===== config.mk =====
export PLATFORM = sky130hd
export DESIGN_NAME = mem_bus_arbiter
export DESIGN_NICKNAME = d
export VERILOG_FILES = /design/src/rtl/mem_bus_arbiter_pkg.sv /design/src/rtl/mem_bus_arbiter_align.sv /design/src/rtl/mem_bus_arbiter.sv
export SDC_FILE = /design/constraint.sdc
export NUM_CORES = 1
export LEC_CHECK = 0
export CAP_MARGIN = 30
export CORE_MARGIN = 10
export CORE_UTILIZATION = 42
export CTS_BUF_LIST = sky130_fd_sc_hd__clkbuf_8
export CTS_CLUSTER_DIAMETER = 30
export DETAILED_ROUTE_END_ITERATION = 6
export PLACE_DENSITY = 0.76
export SYNTH_ARGS = -nofsm -noshare
export SYNTH_HDL_FRONTEND = slang
export SYNTH_SLANG_ARGS = --single-unit

===== constraint.sdc =====
create_clock -name clk -period 4.05 [get_ports clk]
set_input_delay 0.81 -clock clk [delete_from_list [all_inputs] [get_ports clk]]
set_output_delay 0.81 -clock clk [all_outputs]
set_load 0.005 [all_outputs]

===== src/rtl/mem_bus_arbiter_pkg.sv =====
// Shared types and helpers for the fetch/MEM memory bus arbiter.
// Byte-enable encodings are bit-0 aligned as produced by decode.
package mem_bus_arbiter_pkg;

   typedef enum logic [1:0] {
      ARB_IDLE = 2'd0,
      ARB_REQ  = 2'd1,
      ARB_WAIT = 2'd2,
      ARB_RESP = 2'd3
   } arb_state_t;

   localparam logic [7:0] BE_B = 8'h01;
   localparam logic [7:0] BE_H = 8'h03;
   localparam logic [7:0] BE_W = 8'h0F;
   localparam logic [7:0] BE_D = 8'hFF;

   function automatic logic be_legal(input logic [7:0] be);
      return (be == BE_B) || (be == BE_H) || (be == BE_W) || (be == BE_D);
   endfunction

   function automatic logic [3:0] be_size(input logic [7:0] be);
      logic [3:0] size;
      case (be)
         BE_B:    size = 4'd1;
         BE_H:    size = 4'd2;
         BE_W:    size = 4'd4;
         default: size = 4'd8;
      endcase
      return size;
   endfunction

endpackage


===== src/rtl/mem_bus_arbiter_align.sv =====
// Lane alignment for the 64-bit bus: shifts store data/mask up to the byte offset
// and brings load data down to bit 0 with sign or zero extension.
module mem_bus_arbiter_align
   import mem_bus_arbiter_pkg::*;
(
   input  logic [2:0]  off,
   input  logic [7:0]  be,
   input  logic        ext_un,
   input  logic [63:0] wdata,
   input  logic [63:0] rdata,
   output logic [7:0]  wmask,
   output logic [63:0] wdata_sh,
   output logic [63:0] rdata_ext,
   output logic        misalign
);

   logic [63:0] raw;
   logic        sx;

   always_comb begin
      wmask    = be << off;
      wdata_sh = wdata << {off, 3'b000};
      raw      = rdata >> {off, 3'b000};
      misalign = ({1'b0, off} + be_size(be)) > 4'd8;
      sx       = 1'b0;
      case (be)
         BE_B: begin
            sx        = ~ext_un & raw[7];
            rdata_ext = {{56{sx}}, raw[7:0]};
         end
         BE_H: begin
            sx        = ~ext_un & raw[15];
            rdata_ext = {{48{sx}}, raw[15:0]};
         end
         BE_W: begin
            sx        = ~ext_un & raw[31];
            rdata_ext = {{32{sx}}, raw[31:0]};
         end
         default: rdata_ext = raw;
      endcase
   end

endmodule


===== src/rtl/mem_bus_arbiter.sv =====
// Arbitrates one 64-bit memory bus between instruction fetch and the MEM stage,
// one outstanding transaction at a time, MEM having fixed priority.
//
//   state    | meaning
//   ---------+--------------------------------------------------------------
//   ARB_IDLE | no transaction; pick MEM over IF, latch it, error-check MEM
//   ARB_REQ  | bus_valid high with latched attributes until bus_ready
//   ARB_WAIT | request accepted, waiting for bus_rvalid
//   ARB_RESP | one-cycle done pulse to the owner with captured data
module mem_bus_arbiter
   import mem_bus_arbiter_pkg::*;
#(
   parameter int ADDR_W   = 64,
   parameter int MAX_WAIT = 255
) (
   input  logic              clk,
   input  logic              rst,
   input  logic              if_req,
   input  logic [ADDR_W-1:0] if_addr,
   output logic              if_done,
   output logic [31:0]       if_rdata,
   input  logic              mem_r_ena,
   input  logic              mem_w_ena,
   input  logic [ADDR_W-1:0] mem_addr,
   input  logic [63:0]       mem_wdata,
   input  logic [7:0]        mem_byte_enable,
   input  logic              mem_ext_un,
   output logic              mem_done,
   output logic [63:0]       mem_rdata,
   output logic              mem_err,
   output logic              if_busy,
   output logic              mem_busy,
   output logic              bus_valid,
   input  logic              bus_ready,
   output logic [ADDR_W-1:0] bus_addr,
   output logic              bus_wen,
   output logic [63:0]       bus_wdata,
   output logic [7:0]        bus_wmask,
   input  logic              bus_rvalid,
   input  logic [63:0]       bus_rdata
);

   localparam logic [7:0] WAIT_TC = 8'(MAX_WAIT - 1);

   arb_state_t        state_q, state_d;
   logic [7:0]        cnt_q;
   logic              is_mem_q, wen_q, ext_un_q, err_q;
   logic [ADDR_W-1:0] addr_q;
   logic [7:0]        wmask_q, be_q;
   logic [63:0]       wdata_q, rdata_q;
   logic [2:0]        off_q;

   logic              mem_req, mem_bad, timeout, resp;
   logic [2:0]        al_off;
   logic [7:0]        al_be, al_wmask;
   logic [63:0]       al_wdata_sh, al_rdata_ext;
   logic              al_misalign;

   // In IDLE the aligner looks at the live MEM request; afterwards at the latched one.
   assign al_off  = (state_q == ARB_IDLE) ? mem_addr[2:0]   : off_q;
   assign al_be   = (state_q == ARB_IDLE) ? mem_byte_enable : be_q;
   assign mem_req = mem_r_ena | mem_w_ena;
   assign mem_bad = al_misalign | ~be_legal(mem_byte_enable);
   // Timeout fires on the MAX_WAIT-th cycle spent in REQ+WAIT.
   assign timeout = (cnt_q == WAIT_TC);

   mem_bus_arbiter_align u_align (
      .off       (al_off),
      .be        (al_be),
      .ext_un    (ext_un_q),
      .wdata     (mem_wdata),
      .rdata     (rdata_q),
      .wmask     (al_wmask),
      .wdata_sh  (al_wdata_sh),
      .rdata_ext (al_rdata_ext),
      .misalign  (al_misalign)
   );

   always_ff @(posedge clk or negedge rst) begin
      if (!rst) state_q <= ARB_IDLE;
      else      state_q <= state_d;
   end

   always_comb begin
      state_d = state_q;
      case (state_q)
         ARB_IDLE: begin
            if (mem_req)     state_d = mem_bad ? ARB_RESP : ARB_REQ;
            else if (if_req) state_d = ARB_REQ;
         end
         ARB_REQ: begin
            if (timeout)        state_d = ARB_RESP;
            else if (bus_ready) state_d = ARB_WAIT;
         end
         ARB_WAIT: begin
            if (bus_rvalid || timeout) state_d = ARB_RESP;
         end
         default: state_d = ARB_IDLE;
      endcase
   end

   always_ff @(posedge clk or negedge rst) begin
      if (!rst) cnt_q <= '0;
      else if (state_q == ARB_REQ || state_q == ARB_WAIT) cnt_q <= cnt_q + 8'd1;
      else cnt_q <= '0;
   end

   always_ff @(posedge clk or negedge rst) begin
      if (!rst) begin
         is_mem_q <= 1'b0;
         wen_q    <= 1'b0;
         ext_un_q <= 1'b0;
         err_q    <= 1'b0;
         addr_q   <= '0;
         wmask_q  <= '0;
         be_q     <= '0;
         wdata_q  <= '0;
         rdata_q  <= '0;
         off_q    <= '0;
      end else begin
         case (state_q)
            ARB_IDLE: begin
               rdata_q <= '0;
               if (mem_req) begin
                  is_mem_q <= 1'b1;
                  wen_q    <= mem_w_ena;
                  addr_q   <= {mem_addr[ADDR_W-1:3], 3'b000};
                  wmask_q  <= al_wmask;
                  wdata_q  <= mem_w_ena ? al_wdata_sh : '0;
                  off_q    <= mem_addr[2:0];
                  be_q     <= mem_byte_enable;
                  ext_un_q <= mem_ext_un;
                  err_q    <= mem_bad;
               end else if (if_req) begin
                  is_mem_q <= 1'b0;
                  wen_q    <= 1'b0;
                  addr_q   <= {if_addr[ADDR_W-1:3], 3'b000};
                  wmask_q  <= BE_D;
                  wdata_q  <= '0;
                  off_q    <= if_addr[2:0];
                  be_q     <= BE_D;
                  ext_un_q <= 1'b1;
                  err_q    <= 1'b0;
               end
            end
            ARB_REQ: begin
               if (timeout) err_q <= 1'b1;
            end
            ARB_WAIT: begin
               if (bus_rvalid)   rdata_q <= bus_rdata;
               else if (timeout) err_q   <= 1'b1;
            end
            default: ;
         endcase
      end
   end

   assign resp      = (state_q == ARB_RESP);
   assign bus_valid = (state_q == ARB_REQ);
   assign bus_addr  = bus_valid ? addr_q  : '0;
   assign bus_wen   = bus_valid & wen_q;
   assign bus_wmask = bus_valid ? wmask_q : '0;
   assign bus_wdata = bus_valid ? wdata_q : '0;

   assign if_done   = resp & ~is_mem_q;
   assign if_rdata  = (if_done & ~err_q) ? (off_q[2] ? rdata_q[63:32] : rdata_q[31:0]) : '0;
   assign mem_done  = resp & is_mem_q;
   assign mem_err   = mem_done & err_q;
   assign mem_rdata = (mem_done & ~err_q & ~wen_q) ? al_rdata_ext : '0;

   // Combinational so the stall releases in the same cycle as the done pulse.
   assign if_busy   = if_req & ~if_done;
   assign mem_busy  = mem_req & ~mem_done;

endmodule


* Yosys cells after proc, flatten, opt, wreduce, memory -nomap -nowiden
Cells that the tools add are included.
Storage, ports and cells: memory bits (read-only) 0, bits in latches 0, bits of input ports 272, output and inout port bits 239, bits in registers 225, word-level logic and storage cells 107, memories 0, memory bits (writable) 0
Operators by class: reductions and logical operators 13, add/sub/neg operators 2, shift-type cells 3, eq/ne operators 16, muxes and demuxes 39, order comparisons 1, bitwise gates (word level) 21, $mul 0, div/mod/pow operators 0
Operators by type and width (count):
- 64-bit 2-to-1 mux | 9
- 64-bit one-hot mux with 3 select lines | 1
- 64-bit one-hot mux with 2 select lines | 1
- 32-bit 2-to-1 mux | 2
- 64-bit by 6-bit left shift with 64-bit output | 1
- 64-bit by 6-bit >> shifter with 64-bit output | 1
- 8-bit 2-to-1 mux | 6
- 8-bit by 1-bit equality test with 1-bit output (second input constant) | 2
- 8-bit by 2-bit equality test with 1-bit output (second input constant) | 2
- 8-bit by 4-bit equality test with 1-bit output (second input constant) | 2
- 8-bit equality test (second input constant) | 2
- 1-bit AND | 12
- 2-bit 2-to-1 mux | 6
- 4-bit one-hot mux with 3 select lines | 1
- 3-bit 2-to-1 mux | 3
- 8-bit by 1-bit adder with 8-bit output (second input constant) | 1
- 1-bit 2-to-1 mux | 8
- 8-bit by 3-bit left shift with 8-bit output | 1
- 1-bit NOT | 7
- 2-bit != test (second input constant) | 3
- 2-bit one-hot mux with 3 select lines | 1
- 3-bit AND reduction | 2
- 1-bit logical OR | 5
- 3-bit by 4-bit adder with 4-bit output | 1
- 11 further kinds | 15

* Depth between registers and ports, before layout
depth after elaboration 10, gate-level depth with buffers 17, gate-level depth less buffers 13

* Cells and area by module
Synthesis repeated with hierarchy kept, for this count alone.
Unflattened totals: cell total of the unflattened synthesis 1855, area, all modules 15253.4 um2
By module, submodules not included:
- mem_bus_arbiter | area each 10998.0 um2, cells each 1202, times used 1, seq. area each 5555.3 um2
- mem_bus_arbiter_align | area each 4255.3 um2, cells each 653, times used 1, seq. area each 0.0 um2

* Least setup slack after synthesis
OpenSTA, ideal clock, no wires.
kind input-to-reg, start point in mem_addr[0], end point reg state_q[1], buffers on the path 4, arrival time 3498 ps, setup slack 414 ps, required time 3912 ps, stages on the path 13, setup time 138 ps, path through buf_2 -> mux2i_4 -> inv_4 -> buf_2 -> buf_1 -> clkbuf_1 -> ha_1 -> fa_1 -> xor2_1 -> or3_1 -> nand3b_1 -> a311o_1 -> o311ai_1
Between the ends: cells in the longest elaborated chain, start to end 7
RTL lines:
- start: declaration | line mem_bus_arbiter.sv:24 | input logic [ADDR_W-1:0] mem_addr,
- 3-bit 2-to-1 mux | line mem_bus_arbiter.sv:60 | assign al_off = (state_q == ARB_IDLE) ? mem_addr[2:0] : off_q;
- 3-bit by 4-bit adder with 4-bit output | line mem_bus_arbiter_align.sv:24 | misalign = ({1'b0, off} + be_size(be)) > 4'd8;
- 4-bit > comparator | line mem_bus_arbiter_align.sv:24
- 1-bit bitwise OR | line mem_bus_arbiter.sv:63 | assign mem_bad = al_misalign | ~be_legal(mem_byte_enable);
- 2-bit 2-to-1 mux (2 in series) | line mem_bus_arbiter.sv:88 | if (mem_req) state_d = mem_bad ? ARB_RESP : ARB_REQ;
- 2-bit one-hot mux with 3 select lines | line mem_bus_arbiter.sv:86 | case (state_q)
- end signal: assignment | line mem_bus_arbiter.sv:81 | else state_q <= state_d;
- end: declaration | line mem_bus_arbiter.sv:45 | arb_state_t state_q, state_d;
Every way passes these cells. A chain may end at the register's enable or synchronous reset.

* Worst setup path in the final report
start point reg state_q[0], end point out mem_rdata[29]
Between the ends: cells in the longest elaborated chain, start to end 6, elaborated cells between the ends (all ways) 15, those cells by class 4 x eq/ne; 1 x shift; 4 x mux; 5 x bitwise; 1 x reduce/logical
RTL lines:
- 2-bit zero test | line mem_bus_arbiter.sv:60, mem_bus_arbiter.sv:61
- 3-bit 2-to-1 mux | line mem_bus_arbiter.sv:60
- 64-bit by 6-bit >> shifter with 64-bit output | line mem_bus_arbiter_align.sv:23 | raw = rdata >> {off, 3'b000};
- 1-bit AND (on tied branches) | line mem_bus_arbiter_align.sv:32, mem_bus_arbiter_align.sv:28
- 64-bit one-hot mux with 3 select lines | line mem_bus_arbiter_align.sv:26 | case (be)
- 64-bit 2-to-1 mux * | line mem_bus_arbiter.sv:169 | assign mem_rdata = (mem_done & ~err_q & ~wen_q) ? al_rdata_ext : '0;
- end: declaration | line mem_bus_arbiter.sv:29 | output logic [63:0] mem_rdata,
Mark *: on every way between the ends. The rest lies on a longest branch, timed or not.

==> results_dict.tcl <==
set metrics [dict create \
    cts_buffers 56 \
    die_area_um2 41900 \
    power_frac_comb_pct 55.2 \
    grt_pass1_wl_um 99200 \
    fin_nets 2606 \
    p_int_mw 10.1 \
    yosysTopAreaCellShare_pct 38.7 \
    synth_top_family_by_area "simple AND/OR/NAND/NOR gates" \
    tightest_slew_ns 0.875 \
    crit_path_end "mem_rdata[29]" \
    fillCellCount 2750 \
    critPathLaunch "state_q[0]$_DFFE_PN0P_" \
    crit_path_start_kind "flip-flop" \
    netlist_instances 1748 \
    ys_top_cells_by_count "nand2_1, dfrtp_1, nor2_1" \
    ios 511 \
    placed_area_um2 20400 \
    path_max_fanout 4 \
    vdd_drop_max_mv 0.427 \
    fin_area_um2 22600 \
    ys_seq_area_share_pct 38.7 \
    port_buffers 507 \
    finalSetupViolations 56 \
    grt_max_degree 93 \
    wirelength_um 67500 \
    cp_common_cell "buf_6" \
    finalWorstSetupSlack_ns -0.167 \
    syn-cell-area_um2 14300 \
    grt-ovfl-total 0 \
    p_seq_share_pct 24.3 \
    clkSinkCount 222 \
    grt_pass1_vias 16200 \
    hold_viol 0 \
    synthToLayoutAreaGrowth_pct 57.4 \
    cp_num_buf_inv 7 \
    cts_tree "done" \
    die_w_um 205 \
    dp.final_hpwl_um 48400 \
    synth.distinct_cells 64 \
    reg2reg_depth 16 \
    yosysWarnings 0 \
    gp_congestion 0.985 \
    status "finished with violations" \
    drv_cap 0 \
    cts-root-buf "clkbuf_8" \
    fin_skew_ns 0.0302 \
    synth.most_common_cell "nand2_1" \
    path_class "flip-flop to output port" \
    core_um2 33600 \
    violations "setup timing" \
    ys_seq_elements 222 \
    power_mw 17.7 \
    slew_violations 0 \
    timing.rr.start "state_q[0]$_DFFE_PN0P_" \
    ys.flop_type "dfrtp_1" \
    clk_path_buf_depth 3 \
    cp_data_arrival_time_ns 3.41 \
    drc 0 \
    grt_setup_unrepaired "true" \
    hp-class "input pin to asynchronous set/reset pin" \
    start_util_pct 42.7 \
    vias 16400 \
    synth_compound_area_share_pct 20.1 \
    p_per_area_nw_per_um2 784 \
    die_h_um 205 \
    viasPerCell 5.82 \
    synthSimpleGateAreaFrac_pct 24.7 \
    cp-end-kind "output port" \
    pwr-share-clk_pct 20.5 \
    clk_latency_ns 0.63 \
    synth.avg_cell_area_um2 8.20 \
    firstDrtPassIters 6 \
    antenna_found_initial 6 \
    ys_top_cells_by_area "dfrtp_1, nand2_1, mux2i_1, and2_1, a22o_1" \
    critical_path.top_delay_family "buffers and inverters" \
    crit_slowest_cell "or4_4" \
    rows 67 \
    htree_num_levels 2 \
    async_flop_share_pct 100 \
    sw_frac_of_total_pct 42.8 \
    synth_mux_area_share_pct 10.3 \
    grt_use_total_pct 30.3 \
    maxSlewHeadroom_pct 41.2 \
    clock.fmax_ghz 0.237 \
    synth_edf_count 0 \
    worst_ep_required_time_ns 3.24 \
    wire_per_inst_um 23.9 \
    synth_xor_area_share_pct 0.428 \
    crit_path_max_incr_delay_ns 0.43 \
    clk_pin_slew_worst_paths_ns 0.06 \
    detail-route-antenna-nets 0 \
    min_period_over_period_pct 104 \
    switching_power_mw 7.59 \
    yosys.area.top_type "dfrtp_1" \
    r2r_slack_ns 0.40 \
    p_leak_nw 9.96 \
    drive_gt1_share_pct 18.4 \
    synthAdderAreaFrac_pct 1.01 \
    hold_buffers 0 \
    r2r_end "err_q$_DFFE_PN0P_" \
    crit_chain "inv_2 -> ha_4 -> buf_6 -> or4_4 -> o32ai_4 -> buf_6 -> nand2_4 -> buf_6 -> or3_4 -> a2bb2oi_4 -> buf_6 -> buf_6 -> a21oi_1 -> buf_2" \
    worstSetupPathDepth 14 \
    post-route-min-period_ns 4.22 \
    drtIter0Drc 1615 \
]
==> layout make-up <==
| class | count | area [um2] | area share [%] |
|---|---|---|---|
| diodes | 5 | 12.5 | 0.0554 |
| clock buffers | 63 | 867 | 3.84 |
| clock inverters | 41 | 617 | 2.73 |
| inverters | 11 | 56.3 | 0.249 |
| multi-input cells | 1364 | 8570 | 38.0 |
| flip-flops and latches | 222 | 5560 | 24.6 |
| well taps | 448 | 561 | 2.48 |
| repair buffers | 668 | 6330 | 28.1 |
==> flip-flops by register name, indices dropped and copies added (netlist names) <==
register and count:
off_q 3, addr_q 61, cnt_q 8, ext_un_q 1, err_q 1, state_q 2
wdata_q 64, rdata_q 64, be_q 8, wen_q 1, wmask_q 8, is_mem_q 1
==> cells by family (layout without fill, tap and decap cells) <==
| logic type | after synthesis | in the layout |
|---|---|---|
| other | 1 | 8 |
| flip-flops | 222 | 222 |
| XOR/XNOR | 7 | 7 |
| AND/OR/NAND/NOR | 791 | 791 |
| AO/OA/AOI/OAI | 416 | 417 |
| adder cells (fa/ha/maj) | 11 | 11 |
| multiplexers | 135 | 135 |
| buffers and inverters | 165 | 783 |
==> routing by layer <==
metal | global-route usage (%) | vias to the layer above | wire length, um
li1 | - | 7294 | -
met1 | 37.2 | 7925 | 25600
met2 | 48.8 | 983 | 32200
met3 | 7.09 | 217 | 6370
met4 | 15.3 | 2 | 3290
met5 | 0.238 | - | 13
==> worst min-delay path by stage <==
stage	from	endpoint	slack, ns	cells after the start
final	rst	addr_q[26]$_DFFE_PN0P_	0.19	1
after global routing	rst	addr_q[26]$_DFFE_PN0P_	0.23	1
after CTS	rst	addr_q[26]$_DFFE_PN0P_	0.22	1
after detailed placement	wdata_q[61]$_DFFE_PN0P_	wdata_q[61]$_DFFE_PN0P_	0.45	2
after global placement	wdata_q[44]$_DFFE_PN0P_	wdata_q[44]$_DFFE_PN0P_	0.44	2
after floorplan	wdata_q[40]$_DFFE_PN0P_	wdata_q[40]$_DFFE_PN0P_	0.43	2
==> per-stage QoR <==
stage	setup slack (ns)	util, %	setup TNS, ns	hold slack (ns)	instances
after global placement	-0.508	60.6	-21.63	0.444	2664
after CTS	-0.230	66.2	-8.06	0.220	2802
after floorplan	0.414	-	0	0.431	1750
after detailed placement	-0.612	60.6	-26.00	0.450	2664
final	-0.167	67.2	-6.30	0.194	2822
after global routing	-0.318	67.1	-14.18	0.230	2820
==> worst reg2reg max path, stage by stage (launching register included) <==
cell	delay, ns
dfrtp_1	0.36
inv_2	0.06
ha_4	0.19
buf_6	0.12
or4_4	0.43
o32ai_4	0.25
buf_6	0.15
nand2_4	0.05
buf_4	0.13
buf_4	0.19
nor2_1	0.12
ha_1	0.20
fa_1	0.40
or3_1	0.40
nand3b_1	0.16
a31oi_1	0.14
a2bb2oi_1	0.17
==> power groups by stage <==
stage / Sequential [mW] / Clock [mW] / Combinational, mW
finish: 4.30 / 3.63 / 9.78
global route: 4.35 / 3.78 / 10.5
detailed placement: 4.22 / 0 / 8.74
CTS: 4.21 / 3.67 / 9.32
floorplan: 3.73 / 0 / 5.40
global placement: 4.18 / 0 / 8.61
==> repair_timing <==
item	4_1_cts	5_1_grt
pin swaps	26	22
buffers inserted	29	18
cloned	5	2
endpoints found under the setup margin	64	63
gates resized for setup	308	54
==> layout by cell type, fill, tap and decap left out, drive strengths merged, types with 65 or more instances in the layout <==
cell type / instances
a21oi: 108
a22o: 91
a31oi: 65
and2: 137
buf: 215
clkbuf: 67
clkdlybuf4s50: 442
dfrtp: 222
mux2i: 120
nand2: 400
nor2: 152
Power figures use the tool's default switching activity.
